<file path="src/rtl/alu_pkg.sv">
// Shared types for the ALU arbiter: opcode encoding, FSM state, opcode sanitizer.
// The build macro ALU_ARB_RR_EN is consumed in alu_arbiter.sv.
package alu_pkg;

  typedef logic [3:0] op_t;

  localparam op_t OP_ADD = 4'd0;
  localparam op_t OP_SUB = 4'd1;
  localparam op_t OP_MUL = 4'd2;
  localparam op_t OP_AND = 4'd3;
  localparam op_t OP_OR  = 4'd4;

  typedef enum logic [1:0] {
    ST_IDLE = 2'd0,
    ST_EXEC = 2'd1,
    ST_RESP = 2'd2
  } state_e;

  // Undefined opcodes are issued to the ALU as ADD.
  function automatic op_t op_sanitize(input op_t op);
    return (op > OP_OR) ? OP_ADD : op;
  endfunction

endpackage

</file>
<file path="src/rtl/alu_arbiter_if.sv">
// Bundle of requester, response and ALU-side signals for alu_arbiter.
// slave = the arbiter's view; master = the environment (requesters + ALU).
interface alu_arbiter_if;
  import alu_pkg::*;

  logic        req0_valid, req1_valid;
  logic        req0_ready, req1_ready;
  op_t         req0_op, req1_op;
  logic [31:0] req0_a, req0_b, req1_a, req1_b;

  logic        alu_valid;
  op_t         alu_op;
  logic [31:0] alu_a, alu_b;
  logic [31:0] alu_result;

  logic        rsp0_valid, rsp1_valid;
  logic        rsp0_ready, rsp1_ready;
  logic [31:0] rsp_data;

  modport slave (
    input  req0_valid, req1_valid, req0_op, req1_op,
           req0_a, req0_b, req1_a, req1_b,
           alu_result, rsp0_ready, rsp1_ready,
    output req0_ready, req1_ready, alu_valid, alu_op, alu_a, alu_b,
           rsp0_valid, rsp1_valid, rsp_data
  );

  modport master (
    output req0_valid, req1_valid, req0_op, req1_op,
           req0_a, req0_b, req1_a, req1_b,
           alu_result, rsp0_ready, rsp1_ready,
    input  req0_ready, req1_ready, alu_valid, alu_op, alu_a, alu_b,
           rsp0_valid, rsp1_valid, rsp_data
  );

endinterface

</file>
<file path="src/rtl/alu_arb_pick.sv">
// Combinational two-way grant. prio_i selects which requester wins a tie;
// a lone valid requester always wins.
module alu_arb_pick (
  input  logic [1:0] valid_i,
  input  logic       prio_i,
  output logic [1:0] gnt_o
);

  always_comb begin
    gnt_o    = 2'b00;
    gnt_o[0] = valid_i[0] & (~valid_i[1] | ~prio_i);
    gnt_o[1] = valid_i[1] & (~valid_i[0] |  prio_i);
  end

endmodule

</file>
<file path="src/rtl/alu_arbiter.sv">
// Two-requester front end for a shared multi-cycle ALU: IDLE -> EXEC -> RESP,
// one op in flight. Define ALU_ARB_RR_EN for round-robin, else req0 has fixed priority.
module alu_arbiter
  import alu_pkg::*;
#(
  parameter int unsigned MUL_LAT = 3
) (
  input  logic        clk,
  input  logic        rst_n,
  alu_arbiter_if.slave bus
);

  localparam logic [3:0] MUL_CNT = 4'(MUL_LAT - 1);

  state_e      state_q, state_d;
  logic [3:0]  cnt_q, cnt_d;
  logic        gnt_q, gnt_d;
  logic        alu_valid_q, alu_valid_d;
  op_t         alu_op_q, alu_op_d;
  logic [31:0] alu_a_q, alu_a_d;
  logic [31:0] alu_b_q, alu_b_d;
  logic [1:0]  rsp_valid_q, rsp_valid_d;
  logic [31:0] rsp_data_q, rsp_data_d;

  logic [1:0]  req_valid, pick_gnt, req_ready, rsp_ready;
  logic        prio, accept, acc_id;
  op_t         acc_op;

`ifdef ALU_ARB_RR_EN
  // Pointer holds the requester that wins the next tie; it moves off each winner.
  logic ptr_q, ptr_d;
  assign prio = ptr_q;
`else
  assign prio = 1'b0;
`endif

  assign req_valid = {bus.req1_valid, bus.req0_valid};
  assign rsp_ready = {bus.rsp1_ready, bus.rsp0_ready};

  alu_arb_pick u_pick (
    .valid_i (req_valid),
    .prio_i  (prio),
    .gnt_o   (pick_gnt)
  );

  assign req_ready = (rst_n && state_q == ST_IDLE) ? pick_gnt : 2'b00;
  assign accept    = |req_ready;
  assign acc_id    = req_ready[1];
  assign acc_op    = op_sanitize(acc_id ? bus.req1_op : bus.req0_op);

  always_comb begin
    state_d     = state_q;
    cnt_d       = cnt_q;
    gnt_d       = gnt_q;
    alu_valid_d = alu_valid_q;
    alu_op_d    = alu_op_q;
    alu_a_d     = alu_a_q;
    alu_b_d     = alu_b_q;
    rsp_valid_d = rsp_valid_q;
    rsp_data_d  = rsp_data_q;
`ifdef ALU_ARB_RR_EN
    ptr_d       = ptr_q;
`endif
    case (state_q)
      ST_IDLE: begin
        if (accept) begin
          state_d     = ST_EXEC;
          gnt_d       = acc_id;
          alu_valid_d = 1'b1;
          alu_op_d    = acc_op;
          alu_a_d     = acc_id ? bus.req1_a : bus.req0_a;
          alu_b_d     = acc_id ? bus.req1_b : bus.req0_b;
          cnt_d       = (acc_op == OP_MUL) ? MUL_CNT : 4'd0;
`ifdef ALU_ARB_RR_EN
          ptr_d       = ~acc_id;
`endif
        end
      end
      ST_EXEC: begin
        if (cnt_q == 4'd0) begin
          state_d     = ST_RESP;
          alu_valid_d = 1'b0;
          rsp_data_d  = bus.alu_result;
          rsp_valid_d = gnt_q ? 2'b10 : 2'b01;
        end else begin
          cnt_d = cnt_q - 4'd1;
        end
      end
      ST_RESP: begin
        if (|(rsp_valid_q & rsp_ready)) begin
          state_d     = ST_IDLE;
          rsp_valid_d = 2'b00;
        end
      end
      default: state_d = ST_IDLE;
    endcase
  end

  always_ff @(posedge clk) begin
    if (!rst_n) begin
      state_q     <= ST_IDLE;
      cnt_q       <= 4'd0;
      gnt_q       <= 1'b0;
      alu_valid_q <= 1'b0;
      alu_op_q    <= OP_ADD;
      alu_a_q     <= 32'd0;
      alu_b_q     <= 32'd0;
      rsp_valid_q <= 2'b00;
      rsp_data_q  <= 32'd0;
`ifdef ALU_ARB_RR_EN
      ptr_q       <= 1'b0;
`endif
    end else begin
      state_q     <= state_d;
      cnt_q       <= cnt_d;
      gnt_q       <= gnt_d;
      alu_valid_q <= alu_valid_d;
      alu_op_q    <= alu_op_d;
      alu_a_q     <= alu_a_d;
      alu_b_q     <= alu_b_d;
      rsp_valid_q <= rsp_valid_d;
      rsp_data_q  <= rsp_data_d;
`ifdef ALU_ARB_RR_EN
      ptr_q       <= ptr_d;
`endif
    end
  end

  assign bus.req0_ready = req_ready[0];
  assign bus.req1_ready = req_ready[1];
  assign bus.alu_valid  = alu_valid_q;
  assign bus.alu_op     = alu_op_q;
  assign bus.alu_a      = alu_a_q;
  assign bus.alu_b      = alu_b_q;
  assign bus.rsp0_valid = rsp_valid_q[0];
  assign bus.rsp1_valid = rsp_valid_q[1];
  assign bus.rsp_data   = rsp_data_q;

endmodule

</file>
<file path="src/flat_wrapper.sv">
// flat-port wrapper written by rule: the top's interface ports become plain ports
module alu_arbiter_flat import alu_pkg::*;
#(
  parameter int unsigned MUL_LAT = 3
)
  (clk, rst_n, bus_req0_valid, bus_req1_valid, bus_req0_op, bus_req1_op, bus_req0_a, bus_req0_b, bus_req1_a, bus_req1_b, bus_alu_result, bus_rsp0_ready, bus_rsp1_ready, bus_req0_ready, bus_req1_ready, bus_alu_valid, bus_alu_op, bus_alu_a, bus_alu_b, bus_rsp0_valid, bus_rsp1_valid, bus_rsp_data);
  alu_arbiter_if bus_i ();
  input  logic clk;
  input  logic rst_n;
  input wire logic [$bits(bus_i.req0_valid)-1:0] bus_req0_valid;
  input wire logic [$bits(bus_i.req1_valid)-1:0] bus_req1_valid;
  input wire logic [$bits(bus_i.req0_op)-1:0] bus_req0_op;
  input wire logic [$bits(bus_i.req1_op)-1:0] bus_req1_op;
  input wire logic [$bits(bus_i.req0_a)-1:0] bus_req0_a;
  input wire logic [$bits(bus_i.req0_b)-1:0] bus_req0_b;
  input wire logic [$bits(bus_i.req1_a)-1:0] bus_req1_a;
  input wire logic [$bits(bus_i.req1_b)-1:0] bus_req1_b;
  input wire logic [$bits(bus_i.alu_result)-1:0] bus_alu_result;
  input wire logic [$bits(bus_i.rsp0_ready)-1:0] bus_rsp0_ready;
  input wire logic [$bits(bus_i.rsp1_ready)-1:0] bus_rsp1_ready;
  output wire logic [$bits(bus_i.req0_ready)-1:0] bus_req0_ready;
  output wire logic [$bits(bus_i.req1_ready)-1:0] bus_req1_ready;
  output wire logic [$bits(bus_i.alu_valid)-1:0] bus_alu_valid;
  output wire logic [$bits(bus_i.alu_op)-1:0] bus_alu_op;
  output wire logic [$bits(bus_i.alu_a)-1:0] bus_alu_a;
  output wire logic [$bits(bus_i.alu_b)-1:0] bus_alu_b;
  output wire logic [$bits(bus_i.rsp0_valid)-1:0] bus_rsp0_valid;
  output wire logic [$bits(bus_i.rsp1_valid)-1:0] bus_rsp1_valid;
  output wire logic [$bits(bus_i.rsp_data)-1:0] bus_rsp_data;
  assign bus_i.req0_valid = bus_req0_valid;
  assign bus_i.req1_valid = bus_req1_valid;
  assign bus_i.req0_op = bus_req0_op;
  assign bus_i.req1_op = bus_req1_op;
  assign bus_i.req0_a = bus_req0_a;
  assign bus_i.req0_b = bus_req0_b;
  assign bus_i.req1_a = bus_req1_a;
  assign bus_i.req1_b = bus_req1_b;
  assign bus_i.alu_result = bus_alu_result;
  assign bus_i.rsp0_ready = bus_rsp0_ready;
  assign bus_i.rsp1_ready = bus_rsp1_ready;
  assign bus_req0_ready = bus_i.req0_ready;
  assign bus_req1_ready = bus_i.req1_ready;
  assign bus_alu_valid = bus_i.alu_valid;
  assign bus_alu_op = bus_i.alu_op;
  assign bus_alu_a = bus_i.alu_a;
  assign bus_alu_b = bus_i.alu_b;
  assign bus_rsp0_valid = bus_i.rsp0_valid;
  assign bus_rsp1_valid = bus_i.rsp1_valid;
  assign bus_rsp_data = bus_i.rsp_data;
  alu_arbiter #(.MUL_LAT(MUL_LAT)) u_core (.clk(clk), .rst_n(rst_n), .bus(bus_i));
endmodule
</file>
<file path="config.mk">
export PLATFORM = sky130hd
export DESIGN_NAME = alu_arbiter_flat
export DESIGN_NICKNAME = d
export VERILOG_FILES = /design/src/rtl/alu_pkg.sv /design/src/rtl/alu_arbiter_if.sv /design/src/rtl/alu_arb_pick.sv /design/src/rtl/alu_arbiter.sv /design/src/flat_wrapper.sv
export SDC_FILE = /design/constraint.sdc
export NUM_CORES = 1
export LEC_CHECK = 0
export CORE_MARGIN = 5
export CORE_UTILIZATION = 39
export CTS_CLUSTER_DIAMETER = 80
export DETAILED_ROUTE_END_ITERATION = 8
export GPL_ROUTABILITY_DRIVEN = 0
export HOLD_SLACK_MARGIN = 0.15
export PLACE_DENSITY_LB_ADDON = 0.12
export SYNTH_ARGS = -nofsm -noshare
export SYNTH_HDL_FRONTEND = slang
export SYNTH_SLANG_ARGS = --single-unit
</file>
<file path="constraint.sdc">
create_clock -name clk -period 1.85 [get_ports clk]
set_clock_uncertainty 0.1 [all_clocks]
set_input_delay 0.37 -clock clk [delete_from_list [all_inputs] [get_ports clk]]
set_output_delay 0.37 -clock clk [all_outputs]
set_load 0.1 [all_outputs]
</file>
==> Word-level counts from Yosys, hierarchy flattened <==
Cells that the tools add are included.
{ "word_totals": {"regBits": 110, "output_inout_bits": 105, "inputBits": 174, "word_cells": 53} }
{ "classes": {"n_mux": 19, "bitwise_logic": 3, "eq_ne": 7, "reduce_logical": 13, "magnitude_cmp": 1, "n_addsub": 1} }
{ "op_table": {"columns": ["cell", "count"], "rows": [
  ["$mux 32", 2],
  ["$mux 4", 4],
  ["$mux 2", 7],
  ["$reduce_and 3->1", 4],
  ["$pmux 4 s2", 1],
  ["$ne 2x1->1 const B", 3],
  ["$pmux 2 s3", 1],
  ["$eq 4x2->1 const B", 1],
  ["$gt 4x3->1 const B", 1],
  ["$logic_not 4->1", 1],
  ["$pmux 2 s2", 1],
  ["$reduce_and 2->1", 2],
  ["$reduce_bool 2->1", 2],
  ["$reduce_or 2->1", 2],
  ["$sub 4x1->4 const B", 1],
  ["$and 2x2->2", 1],
  ["$eq 2x1->1 const B", 1],
  ["$eq 2x2->1 const B", 1],
  ["$logic_not 2->1", 1],
  ["$mux 1", 2],
  ["$ne 2x2->1 const B", 1],
  ["$pmux 1 s2", 1],
  ["$and 1x1->1", 1],
  ["$logic_and 1x1->1", 1],
  ["$not 1->1", 1]
]} }

==> Longest topological paths before layout <==
Gate-level depths: netlist of the first run.
{ "logic_depth": {"depth_word": 10, "depth_mapped": 9, "mapped_depth_nobuf": 7} }

==> Cells and area by module <==
From an unflattened synthesis of the first run, not the netlist that was laid out.
{ "hier_totals": {"hier_cells": 509, "hier_area_um2": 4591.9} }
{ "modules_own_cells": {"columns": ["mod", "seq_area_each_um2", "n_inst", "cells_each", "area_per_inst_um2"], "rows": [
  ["alu_arbiter", 2202.1, 1, 506, 4573.1],
  ["alu_arb_pick", 0.0, 1, 3, 18.8]
]} }

==> Least setup slack after synthesis of the first run <==
OpenSTA, ideal clock, no wires.
{ "synth_timing": {"path_type": "register to output", "from": "register u_core.state_q[0]", "to": "output bus_req0_ready", "stages_incl_launch_ff": 4, "n_path_buf": 0, "slack_ns": -0.098, "required_ns": 1.380, "arrival_time_ns": 1.478, "path_cell_list": "dfxtp_1 inv_1 ha_1 and3_1"} }
{ "synth_via": {"elab_chain_cells": 3} }
{ "synth_lines": {"columns": ["element", "line_no", "rtl"], "rows": [
  ["start: declaration", "alu_arbiter.sv:15", "state_e state_q, state_d;"],
  ["start signal: assignment", "alu_arbiter.sv:114", "state_q <= state_d;"],
  ["$logic_not 2->1", "alu_arbiter.sv:46", "assign req_ready = (rst_n && state_q == ST_IDLE) ? pick_gnt : 2'b00;"],
  ["$logic_and 1x1->1", "alu_arbiter.sv:46", null],
  ["$mux 2", "alu_arbiter.sv:46", null],
  ["end: declaration", "flat_wrapper.sv:21", "output wire logic [$bits(bus_i.req0_ready)-1:0] bus_req0_ready;"]
]} }
No other way between the ends.

==> Worst setup path in the final report of the first run <==
{ "layout_timing": {"from": "register u_core.state_q[0]", "to": "output bus_req1_ready"} }
{ "layout_via": {"elab_chain_cells": 3} }
{ "layout_lines": {"columns": ["element", "line_no", "rtl"], "rows": [
  ["$logic_not 2->1", "alu_arbiter.sv:46", null],
  ["$logic_and 1x1->1", "alu_arbiter.sv:46", null],
  ["$mux 2", "alu_arbiter.sv:46", null],
  ["end: declaration", "flat_wrapper.sv:22", "output wire logic [$bits(bus_i.req1_ready)-1:0] bus_req1_ready;"]
]} }
No other way between the ends.

==> results of run 1 <==
## flip-flops by register name, indices dropped and copies added, names as in the netlist
signal and cells:
u_core.rsp_valid_q 2, u_core.bus.alu_a 32, u_core.cnt_q 4, u_core.bus.alu_b 32
u_core.bus.alu_valid 1, u_core.bus.rsp_data 32, u_core.bus.alu_op 4, u_core.gnt_q 1
u_core.state_q 2
## metal layers
layer,GRT usage [%],vias up,part of all wire (%)
li1,-,2578,-
met1,22.5,2490,36
met2,40.7,228,52
met3,7.79,40,9.1
met4,9.73,0,3.3
met5,0,-,0
## layout make-up
type / count / area, sq um
timing repair buffer: 313 / 4290
fill: 905 / 3020
multi-input combinational: 428 / 2430
sequential: 110 / 2200
clock buffer: 12 / 246
tap: 172 / 215
clock inverter: 4 / 70.1
inverter: 7 / 37.5
## power groups by stage
stage	combinational, W	sequential, W	clock, W
after global routing	0.00871	0.00353	0.00221
after floorplan	0.00182	0.00666	0
after detailed placement	0.00812	0.00351	0
after CTS	0.00823	0.00347	0.00212
after global placement	0.00799	0.00348	0
final	0.00839	0.00347	0.00207
## worst paths after layout
check	start	end	slack, ns	cells after the start
setup reg to reg	u_core.state_q[0]	u_core.bus.alu_b[5]	0.09	9
hold / removal	u_core.gnt_q	u_core.gnt_q	0.38	2
hold reg to reg	u_core.gnt_q	u_core.gnt_q	0.38	2
setup / recovery	u_core.state_q[0]	bus_req1_ready	-0.002	6
## cells by family after synthesis
group                      count (synthesis)  share of synthesized area (%)
AOI/OAI and AO/OA                        120                           21.7
xor gates and xnor gates                   2                          0.355
DFF                                      110                           44.6
buffers and inverters                     56                           7.05
adders and majority gates                  6                           1.52
muxes                                      4                          0.812
and+or+nand+nor                          296                           23.9
## synthesized netlist by cell type (all sizes together), types with 2 or more instances
library cell and instances:
xor2 2, inv 7, and3 2, or3b 2
o21ai 6, nand3 3, ha 6, o21a 2
nand3b 3, and2 2, a21oi 37, a22oi 2
buf 36, dfxtp 110, clkbuf 13, o211ai 4
nand4b 2, a311oi 64, or3 2, nor2b 2
mux2i 4, nor2 71, nand2 204
## what timing repair did
action                                  4_1_cts  5_1_grt
pin swaps                                     1        0
cloned                                        0        2
buffers inserted                              6        0
gates resized for setup                      13       11
endpoints found under the setup margin        2       33
## layout by cell type (no fill, tap or decap), types with 2 or more instances in the layout
master	n
nand2_1	204
clkdlybuf4s50_1	171
buf_12	116
dfxtp_1	108
nor2_1	70
a21oi_1	37
a311oi_1	33
a311oi_2	31
buf_4	15
clkbuf_16	11
buf_6	7
ha_1	5
o211ai_1	4
o21ai_0	4
mux2i_1	4
inv_1	3
clkinv_2	3
nand3_1	3
nand3b_1	3
nand4b_1	2
and2_1	2
o21a_1	2
xor2_1	2
or3_1	2
clkbuf_1	2
bufinv_16	2
dlygate4sd2_1	2
dfxtp_2	2
## per-stage QoR
| step | util, % | TNS, ns | hold WS [ns] |
|---|---|---|---|
| finish | 75.9 | -0.00242 | 0.380 |
| global route | 75.9 | -0.0757 | 0.421 |
| CTS | 75.2 | -0.0356 | 0.382 |
| detailed placement | 72.0 | -12.46 | 0.372 |
| global placement | 72.0 | -10.43 | 0.360 |
| floorplan | - | 0 | 0.345 |
## worst max-delay path, stage by stage, from the launching register on
cell and delay [ns]:
dfxtp_2 0.34, inv_2 0.08, ha_4 0.14, nand4b_1 0.12, buf_6 0.15, inv_8 0.05, buf_12 0.16
==> flow_summary.json, run 1 <==
{
  "slew_violations": 0,
  "holdCritPathClass": "register to register",
  "synth_area_leaders": "dfxtp_1, nand2_1, a311oi_2",
  "syn-num-nets": 774,
  "antenna_cells": 0,
  "first_pass_iters": 5,
  "vias_per_cell": 5.10,
  "period_share_pct": 100,
  "fmax_ghz": 0.540,
  "grt_remaining_overflow": 0,
  "path_class": "register to primary output",
  "synth_flop_cell": "dfxtp_1",
  "grt_pass1_wl_microns": 26200,
  "p_leak_nw": 3.64,
  "finalPower_w": 0.0139,
  "grt_max_degree": 40,
  "violations": "negative setup slack",
  "area_delta_synth_final_pct": 92.5,
  "switchingPower_w": 0.00663,
  "die-area_sq_mm": 0.0150,
  "track_usage_pct": 22.1,
  "numCtsBuffers": 9,
  "clkPwrFrac_pct": 14.9,
  "nets": 1049,
  "clk_pin_slew_worst_paths_ns": 0.07,
  "hold_violations": 0,
  "routed_wl_microns": 17400,
  "ant_nets": 0,
  "final-setup-viol-count": 1,
  "synth_top_area_share_pct": 44.6,
  "crit_arrival_ns": 1.38,
  "maxCapViolCount": 0,
  "combPwrFrac_pct": 60.2,
  "slew_headroom_pct": 67.0,
  "final_area_sq_mm": 0.00950,
  "clock-sinks": 110,
  "yosys_warnings": 0,
  "synth_edf_count": 0,
  "io_buffers": 278,
  "drcViolationCount": 0,
  "die_x_microns": 122,
  "synth.distinct_cells": 41,
  "cts.path.max_buffers": 2,
  "cp-end-kind": "primary output",
  "dieHeight_microns": 122,
  "place_hpwl_microns": 13500,
  "core_area_sq_mm": 0.0125,
  "power_frac_seq_pct": 24.9,
  "first_global_vias": 5439,
  "drive_above_1_share_pct": 22.9,
  "pin_count": 279,
  "wl_per_cell_microns": 16.7,
  "dp_slack_ns": -0.251,
  "root_buffer": "clkbuf_16",
  "cellInternalPower_w": 0.00729,
  "status": "finished, violations left",
  "final_cells": 1046,
  "avgSynthCellArea_sq_um": 8.31,
  "cp-start-kind": "register",
  "row_count": 41,
  "ys_ff_latch": 110,
  "tightest_slew_ns": 0.493,
  "ctsHoldBuffers": 0,
  "drtIter0Drc": 362,
  "period_needed_ns": 1.85,
  "synthCells": 594,
  "p_sw_share_pct": 47.6,
  "cts_tree": "yes",
  "h-tree-depth": 3,
  "syn_area_sq_mm": 0.00493,
  "crit_fanout": 3,
  "place_area_sq_mm": 0.00902,
  "power_density_mw_per_mm2": 1470,
  "start_util_pct": 39.4,
  "synthArstFlopShare_pct": 0,
  "dp_cells": 1022,
  "vdd_drop_max_mv": 0.716,
  "cp.required_ns": 1.38,
  "fin_ws_ns": -0.00242,
  "dr_total_vias": 5336,
  "clkLatencyLatePin_ns": 0.34,
  "ys_seq_area_share_pct": 44.6,
  "antenna_found_initial": 0,
  "rsz0062_at_grt": "true",
  "synth_top_area_cell": "dfxtp_1"
}
Note: power is estimated with default switching activity, not from simulation.
==> run 2: changes to the inputs <==
--- a/config.mk
+++ b/config.mk
@@ -5,10 +5,11 @@
 export SDC_FILE = /design/constraint.sdc
 export NUM_CORES = 1
 export LEC_CHECK = 0
-export CORE_MARGIN = 5
-export CORE_UTILIZATION = 39
+export CORE_AREA = 5 5 104 106
 export CTS_CLUSTER_DIAMETER = 80
 export DETAILED_ROUTE_END_ITERATION = 8
+export DIE_AREA = 0 0 109 111
+export DONT_BUFFER_PORTS = 1
 export GPL_ROUTABILITY_DRIVEN = 0
 export HOLD_SLACK_MARGIN = 0.15
 export PLACE_DENSITY_LB_ADDON = 0.12
==> run 2 against run 1 <==
The flow still finishes with violations (negative setup slack). Total power decreased by 16%. Non-clock buffer count decreased by 16. Via count increased by 5.1%. Critical endpoint unchanged. Highest routed layer unchanged.
==> flow_summary.json, run 2 (synthesis gave the netlist of run 1 again) <==
{
  "status": "finished, violations left",
  "violations": "negative setup slack",
  "wl_per_cell_microns": 19.9,
  "start_util_pct": 50.9,
  "dr_total_vias": 5607,
  "critPathSlowestCell": "dfxtp_2",
  "final_common_cell": "nand2_1",
  "dieHeight_microns": 111,
  "die_x_microns": 109,
  "maxCapViolCount": 0,
  "crit_fanout": 3,
  "reg2reg_from": "u_core.state_q[0]",
  "slowest_delay_ns": 0.34,
  "pin_count": 279,
  "clk_pin_slew_worst_paths_ns": 0.10,
  "vdd_drop_max_mv": 0.781,
  "place_hpwl_microns": 10800,
  "power_density_mw_per_mm2": 1470,
  "clock-sinks": 110,
  "place_area_sq_mm": 0.00577,
  "grt_max_degree": 53,
  "period_share_pct": 105,
  "cp-start-kind": "register",
  "track_usage_pct": 29.1,
  "fin_ws_ns": -0.0839,
  "period_needed_ns": 1.93,
  "clkLatencyLatePin_ns": 0.36,
  "root_buffer": "clkbuf_8",
  "hold_slack_ns": 0.167,
  "die-area_sq_mm": 0.0121,
  "ant_nets": 0,
  "first_global_vias": 5619,
  "vias_per_cell": 5.65,
  "grt_pass1_wl_microns": 28100,
  "h-tree-depth": 3,
  "path_class": "register to primary output",
  "hold_violations": 0,
  "startpoint": "u_core.state_q[0]",
  "final-setup-viol-count": 4,
  "slew_violations": 0,
  "crit_arrival_ns": 1.46,
  "area_delta_synth_final_pct": 61.4,
  "fmax_ghz": 0.517,
  "r2r_slack_ns": -0.02,
  "cp.required_ns": 1.38,
  "drtIter0Drc": 452,
  "cp-end-kind": "primary output",
  "routed_wl_microns": 19800,
  "holdCritPathClass": "primary input to register",
  "first_pass_iters": 5,
  "antenna_found_initial": 1,
  "final_area_sq_mm": 0.00796,
  "p_leak_nw": 3.24,
  "core_area_sq_mm": 0.00968,
  "row_count": 36,
  "tightest_slew_ns": 0.615,
  "grt_remaining_overflow": 0,
  "rsz0062_at_grt": "true",
  "io_buffers": 0,
  "crit_end": "bus_req1_ready",
  "drcViolationCount": 0,
  "layout_common_cells": "nand2_1, dlygate4sd3_1, buf_4, dfxtp_1, nor2_1",
  "cts_tree": "yes",
  "worstPathCellList": "inv_2, ha_4, nand4b_1, buf_6, inv_12, buf_12",
  "nets": 1034,
  "slew_headroom_pct": 59.0,
  "r2r_cells": 9,
  "r2r_end": "u_core.bus.alu_b[17]",
  "numCtsBuffers": 9,
  "cts.path.max_buffers": 2,
  "drive_above_1_share_pct": 24.7
}
-- run 2: how the worst min path moves through the flow --
| stage | cells past startpoint | slack [ns] | end | from |
|---|---|---|---|---|
| after global placement | 2 | 0.34 | u_core.bus.rsp_data[11] | u_core.bus.rsp_data[11] |
| after global routing | 3 | 0.16 | u_core.cnt_q[1] | rst_n |
| after detailed placement | 2 | 0.35 | u_core.bus.rsp_data[21] | u_core.bus.rsp_data[21] |
| final | 3 | 0.17 | u_core.cnt_q[1] | rst_n |
| after CTS | 3 | 0.15 | u_core.cnt_q[1] | rst_n |
| after floorplan | 2 | 0.34 | u_core.gnt_q | u_core.gnt_q |
-- run 2: critical path, delay by kind of cell, from the launching register on --
kind,cells,cell delay (ns)
buf+inv,4,0.47
flops,1,0.34
fa+ha+maj,1,0.14
simple gates,1,0.14
-- run 2: cell type report --
cell class / count / area, sq um
tap: 133 / 166
clock inverter: 3 / 21.3
sequential: 110 / 2200
fill: 543 / 1720
clock buffer: 12 / 145
multi-input combinational: 428 / 2520
timing repair buffer: 297 / 2860
antenna: 1 / 2.50
inverter: 7 / 40.0
timing repair inverter: 1 / 8.76
-- run 2: routing by layer --
layer,track usage [%],routed length (microns)
met5,0,0
met4,17.8,1070
met3,8.50,1920
met2,50.9,10000
met1,29.8,6800
-- run 2: power by group --
part	internal, W	leakage (nW)	switching [W]	total, W
registers	0.00290	0.904	0.000238	0.00314
clock network	0.000522	0.0824	0.000765	0.00129
logic	0.00188	2.25	0.00541	0.00729
total	0.00530	3.24	0.00641	0.0117
-- run 2: repair_timing --
item | CTS | global route
gates resized for setup | 13 | 29
setup endpoints to repair | 31 | 91
hold endpoints to repair | 108 | 0
cloned | 1 | 5
buffers inserted | 13 | 2
hold buffers | 161 | 0
pin swaps | 2 | 11
-- run 2: metrics by stage --
step | util (%) | TNS (ns) | cells | total power (W) | setup slack (ns)
3_5_place_dp | 59.6 | -0.162 | 797 | 0.00968 | -0.0423
5_1_grt | 82.2 | -1.49 | 992 | 0.0121 | -0.142
4_1_cts | 79.4 | -0.0875 | 986 | 0.0114 | -0.0575
2_1_floorplan | - | 0 | 594 | 0.00848 | 0.0430
6_report | 82.2 | -0.156 | 992 | 0.0117 | -0.0839
3_3_place_gp | 59.6 | 0 | 797 | 0.00956 | 0.0835
